<file path="src/rtl/instr_fetch_unit.sv">
`default_nettype none
// ============================================================================
// Module      : instr_fetch_unit
// Description : PC owner, in-order imem requester and registered decode FIFO
//               with redirect flush. Optional macro IFU_MISALIGN_TRAP_EN.
// Revision    : 1.0 - initial release
// ============================================================================
module instr_fetch_unit #(
  parameter int                ADDR_W   = 32,
  parameter logic [ADDR_W-1:0] RESET_PC = '0,
  parameter int                DEPTH    = 2
) (
  input  logic              clk,
  input  logic              reset,
  output logic              imem_req_valid,
  input  logic              imem_req_ready,
  output logic [ADDR_W-1:0] imem_req_addr,
  input  logic              imem_rsp_valid,
  input  logic [31:0]       imem_rsp_data,
  input  logic              redirect_valid,
  input  logic [ADDR_W-1:0] redirect_pc,
  output logic              instr_valid,
  input  logic              instr_ready,
  output logic [31:0]       instr,
  output logic [5:0]        op,
  output logic [5:0]        funct,
  output logic [ADDR_W-1:0] instr_pc,
  output logic [ADDR_W-1:0] instr_pc_plus4,
  output logic              fetch_fault
);

  localparam int              CNT_W   = $clog2(DEPTH + 1);
  localparam int              PTR_W   = (DEPTH > 1) ? $clog2(DEPTH) : 1;
  localparam logic [CNT_W:0]  DEPTH_C = (CNT_W + 1)'(DEPTH);

  logic [ADDR_W-1:0] pc_q, pc_d;
  logic [ADDR_W-1:0] rsp_pc_q, rsp_pc_d;
  logic [CNT_W-1:0]  inflight_q, inflight_d;
  logic [CNT_W-1:0]  drop_cnt_q, drop_cnt_d;
  logic [CNT_W-1:0]  count_q, count_d;
  logic [PTR_W-1:0]  wr_ptr_q, wr_ptr_d;
  logic [PTR_W-1:0]  rd_ptr_q, rd_ptr_d;
  logic [31:0]       fifo_data_q [DEPTH];
  logic [ADDR_W-1:0] fifo_pc_q   [DEPTH];

  logic              w_pop;
  logic              w_push;
  logic              w_accept;
  logic              w_fault;
  logic [ADDR_W-1:0] w_target;
  logic [CNT_W:0]    w_occupancy;

  function automatic logic [PTR_W-1:0] ptr_inc(input logic [PTR_W-1:0] p);
    return (p == PTR_W'(DEPTH - 1)) ? '0 : p + PTR_W'(1);
  endfunction

`ifdef IFU_MISALIGN_TRAP_EN
  logic fault_q, fault_d;

  assign w_target = redirect_pc;

  always_comb begin
    fault_d = fault_q | (redirect_valid && (redirect_pc[1:0] != 2'b00));
  end

  always_ff @(posedge clk) begin
    if (reset) fault_q <= 1'b0;
    else       fault_q <= fault_d;
  end

  assign w_fault = fault_q;
`else
  logic w_unused_pc_lsbs;

  assign w_target         = {redirect_pc[ADDR_W-1:2], 2'b00};
  assign w_unused_pc_lsbs = ^redirect_pc[1:0];
  assign w_fault          = 1'b0;
`endif

  assign fetch_fault = w_fault;

  assign instr_valid = (count_q != '0);
  assign w_pop       = instr_valid && instr_ready && !redirect_valid;

  // A slot being popped this cycle is credited immediately so a 1-cycle imem
  // can sustain one instruction per cycle.
  assign w_occupancy    = {1'b0, inflight_q} + {1'b0, count_q} - (CNT_W + 1)'(w_pop);
  assign imem_req_valid = !reset && (w_occupancy < DEPTH_C) && !redirect_valid && !w_fault;
  assign imem_req_addr  = pc_q;
  assign w_accept       = imem_req_valid && imem_req_ready;

  always_comb begin
    pc_d       = pc_q;
    rsp_pc_d   = rsp_pc_q;
    drop_cnt_d = drop_cnt_q;
    w_push     = 1'b0;
    inflight_d = inflight_q + CNT_W'(w_accept) - CNT_W'(imem_rsp_valid);
    // Every response still owed at a redirect belongs to the old stream.
    if (redirect_valid) begin
      pc_d       = w_target;
      rsp_pc_d   = w_target;
      drop_cnt_d = inflight_d;
    end else begin
      if (w_accept) pc_d = pc_q + ADDR_W'(4);
      if (imem_rsp_valid) begin
        if (drop_cnt_q != '0) begin
          drop_cnt_d = drop_cnt_q - CNT_W'(1);
        end else begin
          w_push   = 1'b1;
          rsp_pc_d = rsp_pc_q + ADDR_W'(4);
        end
      end
    end
  end

  always_comb begin
    count_d  = count_q;
    wr_ptr_d = wr_ptr_q;
    rd_ptr_d = rd_ptr_q;
    if (redirect_valid) begin
      count_d  = '0;
      wr_ptr_d = '0;
      rd_ptr_d = '0;
    end else begin
      if (w_push) wr_ptr_d = ptr_inc(wr_ptr_q);
      if (w_pop)  rd_ptr_d = ptr_inc(rd_ptr_q);
      case ({w_push, w_pop})
        2'b10:   count_d = count_q + CNT_W'(1);
        2'b01:   count_d = count_q - CNT_W'(1);
        default: count_d = count_q;
      endcase
    end
  end

  always_ff @(posedge clk) begin
    if (reset) begin
      pc_q       <= RESET_PC;
      rsp_pc_q   <= RESET_PC;
      inflight_q <= '0;
      drop_cnt_q <= '0;
      count_q    <= '0;
      wr_ptr_q   <= '0;
      rd_ptr_q   <= '0;
    end else begin
      pc_q       <= pc_d;
      rsp_pc_q   <= rsp_pc_d;
      inflight_q <= inflight_d;
      drop_cnt_q <= drop_cnt_d;
      count_q    <= count_d;
      wr_ptr_q   <= wr_ptr_d;
      rd_ptr_q   <= rd_ptr_d;
    end
  end

  always_ff @(posedge clk) begin
    if (w_push) begin
      fifo_data_q[wr_ptr_q] <= imem_rsp_data;
      fifo_pc_q[wr_ptr_q]   <= rsp_pc_q;
    end
  end

  always_ff @(posedge clk) begin
    if (!reset) assert (!(w_push && !w_pop && (count_q == CNT_W'(DEPTH))));
  end

  assign instr          = fifo_data_q[rd_ptr_q];
  assign op             = instr[31:26];
  assign funct          = instr[5:0];
  assign instr_pc       = fifo_pc_q[rd_ptr_q];
  assign instr_pc_plus4 = instr_pc + ADDR_W'(4);

endmodule
`default_nettype wire

</file>
<file path="config.mk">
export PLATFORM = sky130hd
export DESIGN_NAME = instr_fetch_unit
export DESIGN_NICKNAME = d
export VERILOG_FILES = /design/src/rtl/instr_fetch_unit.sv
export SDC_FILE = /design/constraint.sdc
export NUM_CORES = 1
export LEC_CHECK = 0
export CORE_MARGIN = 2
export CORE_UTILIZATION = 35
export CTS_CLUSTER_SIZE = 10
export DETAILED_ROUTE_END_ITERATION = 8
export GPL_ROUTABILITY_DRIVEN = 0
export HOLD_SLACK_MARGIN = 0.03
export PLACE_DENSITY_LB_ADDON = 0.15
export SYNTH_ARGS = -nofsm -noshare
export SYNTH_HDL_FRONTEND = slang
export SYNTH_SLANG_ARGS = --single-unit
</file>
<file path="constraint.sdc">
create_clock -name clk -period 6.25 [get_ports clk]
set_clock_uncertainty 0.15 [all_clocks]
set_input_delay 1.25 -clock clk [delete_from_list [all_inputs] [get_ports clk]]
set_output_delay 1.25 -clock clk [all_outputs]
set_load 0.03 [all_outputs]
</file>
==> results of run 1 <==
[sequential cells by signal, indices dropped and copies added (netlist names), named ones only]
| register | flops |
|---|---|
| count_q | 2 |
| drop_cnt_q | 2 |
| fifo_data_q | 64 |
| fifo_pc_q | 60 |
| imem_req_addr | 30 |
| inflight_q | 2 |
| rd_ptr_q | 1 |
| rsp_pc_q | 30 |
| wr_ptr_q | 1 |
[path summary, 6_finish.rpt]
path,to,depth (start not counted),slack (ps)
min reg2reg,fifo_pc_q[1][7]$_DFFE_PP_,0,370
min,fifo_pc_q[1][7]$_DFFE_PP_,0,370
max reg2reg,drop_cnt_q[1]$_SDFFE_PP0P_,17,2410
max,imem_req_valid,8,1080
[cell usage in the layout, fill, tap and decap left out, drive strengths merged, types with 13 or more instances in the layout]
master           n
a21oi           28
a31oi           14
and3            13
clkbuf          18
clkdlybuf4s50  202
dfxtp           69
edfxtp         124
inv             37
mux2            51
nand2           60
nand3           27
nand4           37
nor2            55
nor3            15
o21ai           23
xnor2           43
xor2            31
[power groups by stage]
stage          clock (mW)  combinational (mW)  sequential [mW]
3_5_place_dp            0               0.606             1.53
6_report             1.05               0.603             1.50
4_1_cts              1.08               0.609             1.50
2_1_floorplan           0               0.349             1.54
5_1_grt              1.14               0.648             1.51
3_3_place_gp            0               0.604             1.53
[metrics by stage]
stage / util [%] / hold WS [ps]
2_1_floorplan: - / 284
3_3_place_gp: 44.3 / 350
3_5_place_dp: 44.3 / 349
4_1_cts: 46.5 / 374
5_1_grt: 46.5 / 388
6_report: 46.5 / 373
[kinds of logic (layout without fill, tap and decap cells)]
group | after synthesis | count (layout) | share of synthesized area [%]
AOI/OAI and AO/OA | 126 | 126 | 8.79
buffers and inverters | 85 | 273 | 4.43
xor gates and xnor gates | 74 | 74 | 6.97
muxes | 63 | 63 | 7.47
adders and majority gates | 10 | 10 | 1.43
DFF | 193 | 193 | 54.9
and+or+nand+nor | 272 | 272 | 16.0
other | 1 | 7 | 0.0403
[metal layers]
layer,part of all wire [%],track usage [%]
met5,0,0
met1,50,24.7
met4,0.58,3.22
met3,5.6,3.49
met2,44,25.5
[layout make-up]
type                    instances  area (um2)  area share (%)
well taps                     335         419            3.46
repair buffers                211        2090            17.2
flip-flops and latches        193        5110            42.1
clock buffers                  18         429            3.54
multi-input cells             552        3820            31.5
inverters                      30         113           0.929
clock inverters                14         145            1.20
==> results by group, run 1 <==
Outcome
  • Status: finished, final reports clean

Clock network
  • TritonCTS Buffers: 17
  • Resize count post-CTS: 0
  • Clk slew on worst S/H paths: 70 ps
  • TritonCTS clock tree: yes
  • Clock root buffer: clkbuf_16
  • H-tree Lvls: 4
  • Clock Path Buffers: 2
  • Clock Latency Late Sink: 430 ps
  • CTS Hold Buffers Added: 0
  • Clock Sinks: 193
  • Post-CTS setup buffers: 0

Detailed routing
  • Via/cell ratio: 5.03
  • Per-cell routed wire length: around 17 um
  • Via count: 6809
  • ANT nets after route: 0
  • Detailed-router iteration count before antenna repair: 5
  • Initial DRC count: 455
  • Remaining DRCs: 0
  • Routed WL: 23200 um

Finish
  • Fillers: 2453
  • Final Instance Area: 12100 um2
  • P&R area growth vs syn: 30.4%
  • Ant. Diodes: 0
  • Layout cells sized above 1: 10.9%
  • Final #Nets: 1085
  • Final non-filler cell total: 1353

Worst setup path
  • CP bufs+invs: 2
  • Worst-path cell chain: clkdlybuf4s50_1, nor2_1, ha_1, nand2b_1, fa_1, xor2_1, and3_1, clkdlybuf4s50_1
  • CP peak stage delay: between 600 and 700 ps
  • Worst setup path category: in -> out
  • Setup crit start kind: input pin
  • CP delay by family, top: buffers and inverters
  • Endpoint class of the critical path: primary output
  • Slowest CP cell: clkdlybuf4s50_1
  • Crit path max fanout: 2
  • CP Data Arrival Time: ~3800 ps
  • CP Data Required Time: 4850 ps
  • Critical path startpoint: redirect_valid
  • Worst reg2reg startpoint: count_q[0]$_SDFFE_PP0P_
  • Cell repeated most along the worst path: clkdlybuf4s50_1

Yosys
  • Top cells by area, synth: edfxtp_1 (40%), dfxtp_1 (15%), mux2_2 (6.2%)
  • Mean Syn Cell Area: 11.3 um2
  • Ys flop type: edfxtp_1
  • Register bit total from synthesis: roughly 190
  • Post-synth EDFFs: 124
  • Ys Warns: 0
  • Cell count after synthesis: 824
  • Synth cell types: 62
  • Cell Area, Synth: 9300 um2
  • Post-synth ARST share: 0%
  • Synth top area share: 40.0%
  • Sequential fraction of the synthesis area: about 55%
  • Top cell type by total area after synthesis: edfxtp_1
  • Cell with the most instances after synthesis: edfxtp_1
  • Commonest cells in the netlist: edfxtp_1 (124), dfxtp_1 (69), nand2_1 (60)

Placed design
  • Post-Place Worst Slack: 982 ps
  • Area after DPL: 11500 um2
  • Post-DP HPWL: 16400 um
  • Total placed cells including tap cells: approximately 1300
  • Port bufs: between 200 and 250

Floorplanning
  • Starting Density: 35.7%
  • Chip width: 167 um
  • # rows: 59
  • IO Pins: between 200 and 250
  • Die height: 167 um
  • Area of the core: between 20000 and 30000 um2
  • DIE AREA: 27900 um2

Pwr
  • Leak Pwr: 4.07 nW
  • Combinational share of power: 19.1%
  • Pwr Total: ~3.2 mW
  • NetSw: 0.929 mW
  • Net Sw Frac: 29.4%
  • Power Dens Cells: 261 nW/um2
  • Internal power: 2.23 mW
  • Reg power frac: 47.6%
  • Clock power share: between 30% and 40%
  • Maximum vdd ir drop: 0.000141 V

STA
  • Fin. Hold Viols: 0
  • Final setup violation count: 0
  • Max Slew Vio Count: 0
  • Setup tns final: 0 ps
  • Worst slew margin: 42.8%
  • Least-Margin Pin Slew: 857 ps
  • Worst setup margin: 1080 ps
  • Period minus WS final: 5170 ps
  • Achievable frequency: between 150 and 200 MHz
  • RSZ-0062 raised after global routing: no
  • Final Cycle Share: 82.7%

Global route
  • Global-route wire length before repair: 37100 um
  • Initial antenna violation count: 0
  • Largest net degree at the start of global routing: 64
  • Overall routing resource usage: approximately 17%
  • Vias in the first global route: 6677
  • Grt ovf: 0

Min path
  • Worst Hold Class: reg -> reg
  • Hold Crit Start: rsp_pc_q[7]$_SDFFE_PP0P_

Run
  • Maxcap violations: 0
(Power assumes the default switching activity.)
==> inputs of run 2 (changes only) <==
==> constraint.sdc (replaced) <==
create_clock -name clk -period 5.2 [get_ports clk]
set_clock_uncertainty 0.15 [all_clocks]
set_input_delay 1.04 -clock clk [delete_from_list [all_inputs] [get_ports clk]]
set_output_delay 1.04 -clock clk [all_outputs]
set_load 0.03 [all_outputs]
==> results by group, run 2 (same netlist as run 1, synthesis figures left out) <==
Outcome
  • Status: finished, final reports clean

Finish
  • Final non-filler cell total: 1356
  • Largest register FFs: between 60 and 70
  • Largest reg by FF count: fifo_data_q
  • Most common cell after layout, fill and taps aside: clkdlybuf4s50_1
  • P&R area growth vs syn: 30.9%
  • Ant. Diodes: 0
  • Layout cells sized above 1: 11.3%
  • Largest registers: fifo_data_q (64), fifo_pc_q (60)
  • Commonest non-fill, non-tap cells in the layout: clkdlybuf4s50_1 (201), edfxtp_1 (124), dfxtp_1 (68)
  • Final Instance Area: 12200 um2
  • Final #Nets: between 1000 and 1500

Placed design
  • Port bufs: roughly 200
  • Post-DP HPWL: 16500 um
  • Total placed cells including tap cells: 1324
  • Area after DPL: between 10000 and 15000 um2

Worst setup path
  • Cell repeated most along the worst path: a211oi_1
  • CP Data Required Time: 4010 ps
  • CP bufs+invs: 2
  • Setup crit start kind: register
  • Slowest CP cell: clkdlybuf4s50_1
  • Worst setup path category: reg -> out
  • Endpoint class of the critical path: primary output
  • CP Data Arrival Time: 3510 ps
  • Worst-path cell chain: buf_4, mux2i_1, a211oi_1, nand4_1, a211oi_1, xor2_1, clkdlybuf4s50_1
  • Crit path max fanout: 38
  • CP peak stage delay: about 700 ps
  • CP delay by family, top: buffers and inverters

Global route
  • Vias in the first global route: 6570
  • Global-route wire length before repair: around 37000 um
  • Overall routing resource usage: 16.5%
  • Grt ovf: 0
  • Initial antenna violation count: 0
  • Largest net degree at the start of global routing: 64

Detailed routing
  • Remaining DRCs: 0
  • Via/cell ratio: 5.04
  • Routed WL: 23300 um
  • Per-cell routed wire length: 17.2 um
  • ANT nets after route: 0
  • Via count: about 7000
  • Detailed-router iteration count before antenna repair: 5
  • Initial DRC count: about 410

STA
  • Final Cycle Share: 90.4%
  • Final setup violation count: 0
  • RSZ-0062 raised after global routing: no
  • Least-Margin Pin Slew: 877 ps
  • Hold slack: 360 ps
  • Period minus WS final: ~4700 ps
  • Worst slew margin: between 40% and 50%
  • Fin. Hold Viols: 0
  • Setup tns final: 0 ps
  • Max Slew Vio Count: 0
  • Achievable frequency: 213 MHz

Clock network
  • Clk slew on worst S/H paths: around 70 ps
  • CTS Hold Buffers Added: 0
  • H-tree Lvls: 4
  • Clock Path Buffers: 2
  • Post-CTS setup buffers: 0
  • TritonCTS Buffers: 17
  • Clock root buffer: clkbuf_16
  • TritonCTS clock tree: yes
  • Clock Latency Late Sink: roughly 430 ps
  • Resize count post-CTS: 0
  • Clock Sinks: 193

Floorplanning
  • Chip width: roughly 170 um
  • Area of the core: about 26000 um2
  • Starting Density: 35.7%
  • # rows: 59
  • IO Pins: 213
  • Die height: 167 um
  • DIE AREA: 27900 um2

Pwr
  • Maximum vdd ir drop: around 0.00023 V
  • Power Dens Cells: 315 nW/um2
  • Leak Pwr: 4.08 nW

Min path
  • Worst Hold Class: reg -> reg

Run
  • Maxcap violations: 0
run 2: cell types whose count changed in the layout (fill, tap and decap cells not counted), sizes merged:
cell           before  now
clkinvlp            0    3
clkbuf             18   17
bufinv              0    1
clkinv              7    5
inv                37   36
clkdlybuf4s50     202  201
buf                 9   13
run 2: layout make-up:
cell class              instances  area [um2]
well taps                     335         419
repair buffers                214        2130
flip-flops and latches        193        5110
multi-input cells             552        3820
clock inverters                15         151
inverters                      30         113
fillers                      2458       13900
clock buffers                  17         425
run 2: through the flow:
step           setup WS (ps)  util [%]  total power, mW
6_report                 498      46.7             3.83
5_1_grt                  122      46.7             3.99
4_1_cts                  406      46.7             3.87
3_5_place_dp             586      44.5             2.58
3_3_place_gp             604      44.5             2.57
2_1_floorplan            207         -             2.27
run 2: per-layer routing:
metal,vias up,part of all wire [%],global-route usage (%)
li1,3396,-,-
met1,3194,50,24.8
met2,218,42,24.4
met3,21,5.7,3.02
met4,0,1.4,4.65
met5,-,0,0
run 2: report_power, final:
part	total, mW	internal [mW]	switching (mW)
Clock	1.29	0.676	0.612
Combinational	0.734	0.313	0.421
Sequential	1.81	1.73	0.0746
Total	3.83	2.72	1.11
run 2: worst paths after layout:
check        slack (ps)                      start                          to  depth (start not counted)
min reg2reg         360  rsp_pc_q[31]$_SDFFE_PP0P_  fifo_pc_q[1][31]$_DFFE_PP_                          0
max reg2reg        1620    count_q[0]$_SDFFE_PP0P_  drop_cnt_q[1]$_SDFFE_PP0P_                         16
min                 360  rsp_pc_q[31]$_SDFFE_PP0P_  fifo_pc_q[1][31]$_DFFE_PP_                          0
max                 500                   register          instr_pc_plus4[28]                          7
run 2: worst reg2reg max path, cell delays in order, from the launching register on:
cell and delay (ps):
dfxtp_1 390, inv_1 80, nand2_1 90, nand2_1 90, nor2_1 170, ha_1 250
nand2b_1 150, fa_1 560, nand4bb_4 140, nor2_2 290, inv_2 140, ha_1 300
inv_1 40, ha_1 170, xnor2_1 150, nor2_1 70, a22o_1 250
==> inputs of run 3 (changes only) <==
--- a/config.mk
+++ b/config.mk
@@ -5,6 +5,7 @@
 export SDC_FILE = /design/constraint.sdc
 export NUM_CORES = 1
 export LEC_CHECK = 0
+export CORE_ASPECT_RATIO = 1.1
 export CORE_MARGIN = 2
 export CORE_UTILIZATION = 35
 export CTS_CLUSTER_SIZE = 10
==> results by group, run 3 (same netlist as run 1, synthesis figures left out) <==
Outcome
  • Status: finished, final reports clean

STA
  • Max Slew Vio Count: 0
  • Least-Margin Pin Slew: 866 ps
  • Achievable frequency: ~210 MHz
  • Fin. Hold Viols: 0
  • Period minus WS final: 4780 ps
  • Final Cycle Share: 91.9%
  • Final setup violation count: 0
  • Setup tns final: 0 ps
  • Worst slew margin: 42.3%
  • RSZ-0062 raised after global routing: no

Clock network
  • Clock root buffer: clkbuf_16
  • H-tree Lvls: 4
  • Clock Sinks: 193
  • Clock Path Buffers: 2
  • CTS Hold Buffers Added: 0
  • Resize count post-CTS: 0
  • Clk slew on worst S/H paths: 70 ps
  • TritonCTS Buffers: 17
  • Post-CTS setup buffers: 0
  • Clock Latency Late Sink: 440 ps
  • TritonCTS clock tree: yes

Pwr
  • Reg power frac: 46.9%
  • Net Sw Frac: 28.2%
  • Maximum vdd ir drop: 0.000186 V
  • Combinational share of power: 19.0%
  • Internal power: approximately 2.8 mW
  • Leak Pwr: a little over 4 nW
  • Power Dens Cells: 316 nW/um2
  • NetSw: 1.09 mW
  • Clock power share: 34.2%

Worst setup path
  • Reg2Reg Setup Slack: 1920 ps
  • FF-to-FF path depth: 16
  • Worst-path cell chain: buf_12, nand4_1, a22oi_2, nand4_1, a211oi_1, xor2_1, clkdlybuf4s50_1
  • Endpoint class of the critical path: primary output
  • CP Data Arrival Time: around 3600 ps
  • Crit path max fanout: 80
  • Cell repeated most along the worst path: nand4_1
  • Reg2Reg Capture Point: drop_cnt_q[1]$_SDFFE_PP0P_
  • Worst reg2reg startpoint: count_q[0]$_SDFFE_PP0P_
  • CP peak stage delay: between 600 and 700 ps
  • Critical path capture point: instr_pc_plus4[28]
  • Setup crit start kind: register
  • Slowest CP cell: clkdlybuf4s50_1
  • Worst setup path category: reg -> out
  • CP Data Required Time: between 4000 and 5000 ps

Placed design
  • Port bufs: 203
  • Area after DPL: about 12000 um2
  • Post-DP HPWL: 16300 um

Min path
  • Worst Hold Class: reg -> reg
  • Hold Crit Start: rsp_pc_q[31]$_SDFFE_PP0P_

Detailed routing
  • Initial DRC count: 372
  • Routed WL: 22900 um
  • Via/cell ratio: 4.95
  • Via count: 6787
  • Per-cell routed wire length: 16.7 um
  • Remaining DRCs: 0
  • Detailed-router iteration count before antenna repair: 4
  • ANT nets after route: 0

Global route
  • Largest net degree at the start of global routing: 81
  • Global-route wire length before repair: around 37000 um
  • Grt ovf: 0
  • Vias in the first global route: between 6000 and 7000
  • Overall routing resource usage: ~17%
  • Initial antenna violation count: 0

Finish
  • Final #Nets: 1086
  • Most common cell after layout, fill and taps aside: clkdlybuf4s50_1
  • Commonest non-fill, non-tap cells in the layout: clkdlybuf4s50_1 (201), edfxtp_1 (124), dfxtp_1 (68)
  • Ant. Diodes: 0
  • Largest reg by FF count: fifo_data_q
  • Layout cells sized above 1: 11.0%
  • Final Instance Area: ~12000 um2
  • P&R area growth vs syn: 31.3%
  • Largest registers: fifo_data_q (64), fifo_pc_q (60)
  • Largest register FFs: 64

Floorplanning
  • Area of the core: 26100 um2
  • Die height: ~170 um
  • DIE AREA: 27900 um2
  • IO Pins: 213
  • Starting Density: 35.6%
  • Chip width: 159 um
  • # rows: 62

Run
  • Maxcap violations: 0
run 3: cell types whose count changed in the layout (fill, tap and decap cells not counted), sizes merged:
cell	previous run	this run
buf	13	11
clkinv	5	6
bufinv	1	2
clkinvlp	3	1
run 3: routing by layer:
layer	up-vias	track usage [%]	wire [um]
li1	3389	-	-
met1	3195	23.7	11200
met2	187	25.6	10300
met3	16	3.61	1130
met4	0	4.89	273
met5	-	0	0
run 3: power by group through the flow:
stage	clock network, mW	logic, mW	registers [mW]
floorplan	0	0.420	1.85
global placement	0	0.731	1.84
detailed placement	0	0.735	1.84
CTS	1.36	0.739	1.81
global route	1.42	0.786	1.82
finish	1.32	0.730	1.81
run 3: worst min path at each step:
stage | cells after the start | to | slack, ps
6_report | 0 | fifo_pc_q[1][31]$_DFFE_PP_ | 360
5_1_grt | 0 | fifo_pc_q[0][31]$_DFFE_PP_ | 380
4_1_cts | 0 | fifo_pc_q[0][31]$_DFFE_PP_ | 360
3_5_place_dp | 0 | fifo_pc_q[1][31]$_DFFE_PP_ | 340
3_3_place_gp | 0 | fifo_pc_q[0][31]$_DFFE_PP_ | 340
2_1_floorplan | 0 | fifo_pc_q[0][31]$_DFFE_PP_ | 280
run 3: critical path, delay by kind of cell (launching register included):
| family | cells | cell delay (ps) |
|---|---|---|
| buffers and inverters | 2 | 1060 |
| AO/OA/AOI/OAI | 2 | 830 |
| AND/OR/NAND/NOR | 2 | 580 |
| flip-flops | 1 | 490 |
| XOR/XNOR | 1 | 180 |
run 3: per-stage QoR:
step	util [%]	power [mW]	worst slack, ps	hold slack (ps)	instances
after global placement	44.4	2.57	805	344	1339
final	46.7	3.85	423	362	1371
after detailed placement	44.4	2.57	765	344	1339
after floorplan	-	2.27	207	284	830
after global routing	46.7	4.02	151	383	1371
after CTS	46.7	3.90	299	360	1371
run 3: area by class of cell:
type	instances	area [um2]
Inverter	30	113
Fill cell	2438	13900
Multi-Input combinational cell	552	3820
Tap cell	352	440
Sequential cell	193	5110
Timing Repair Buffer	212	2130
Clock inverter	15	173
Clock buffer	17	425
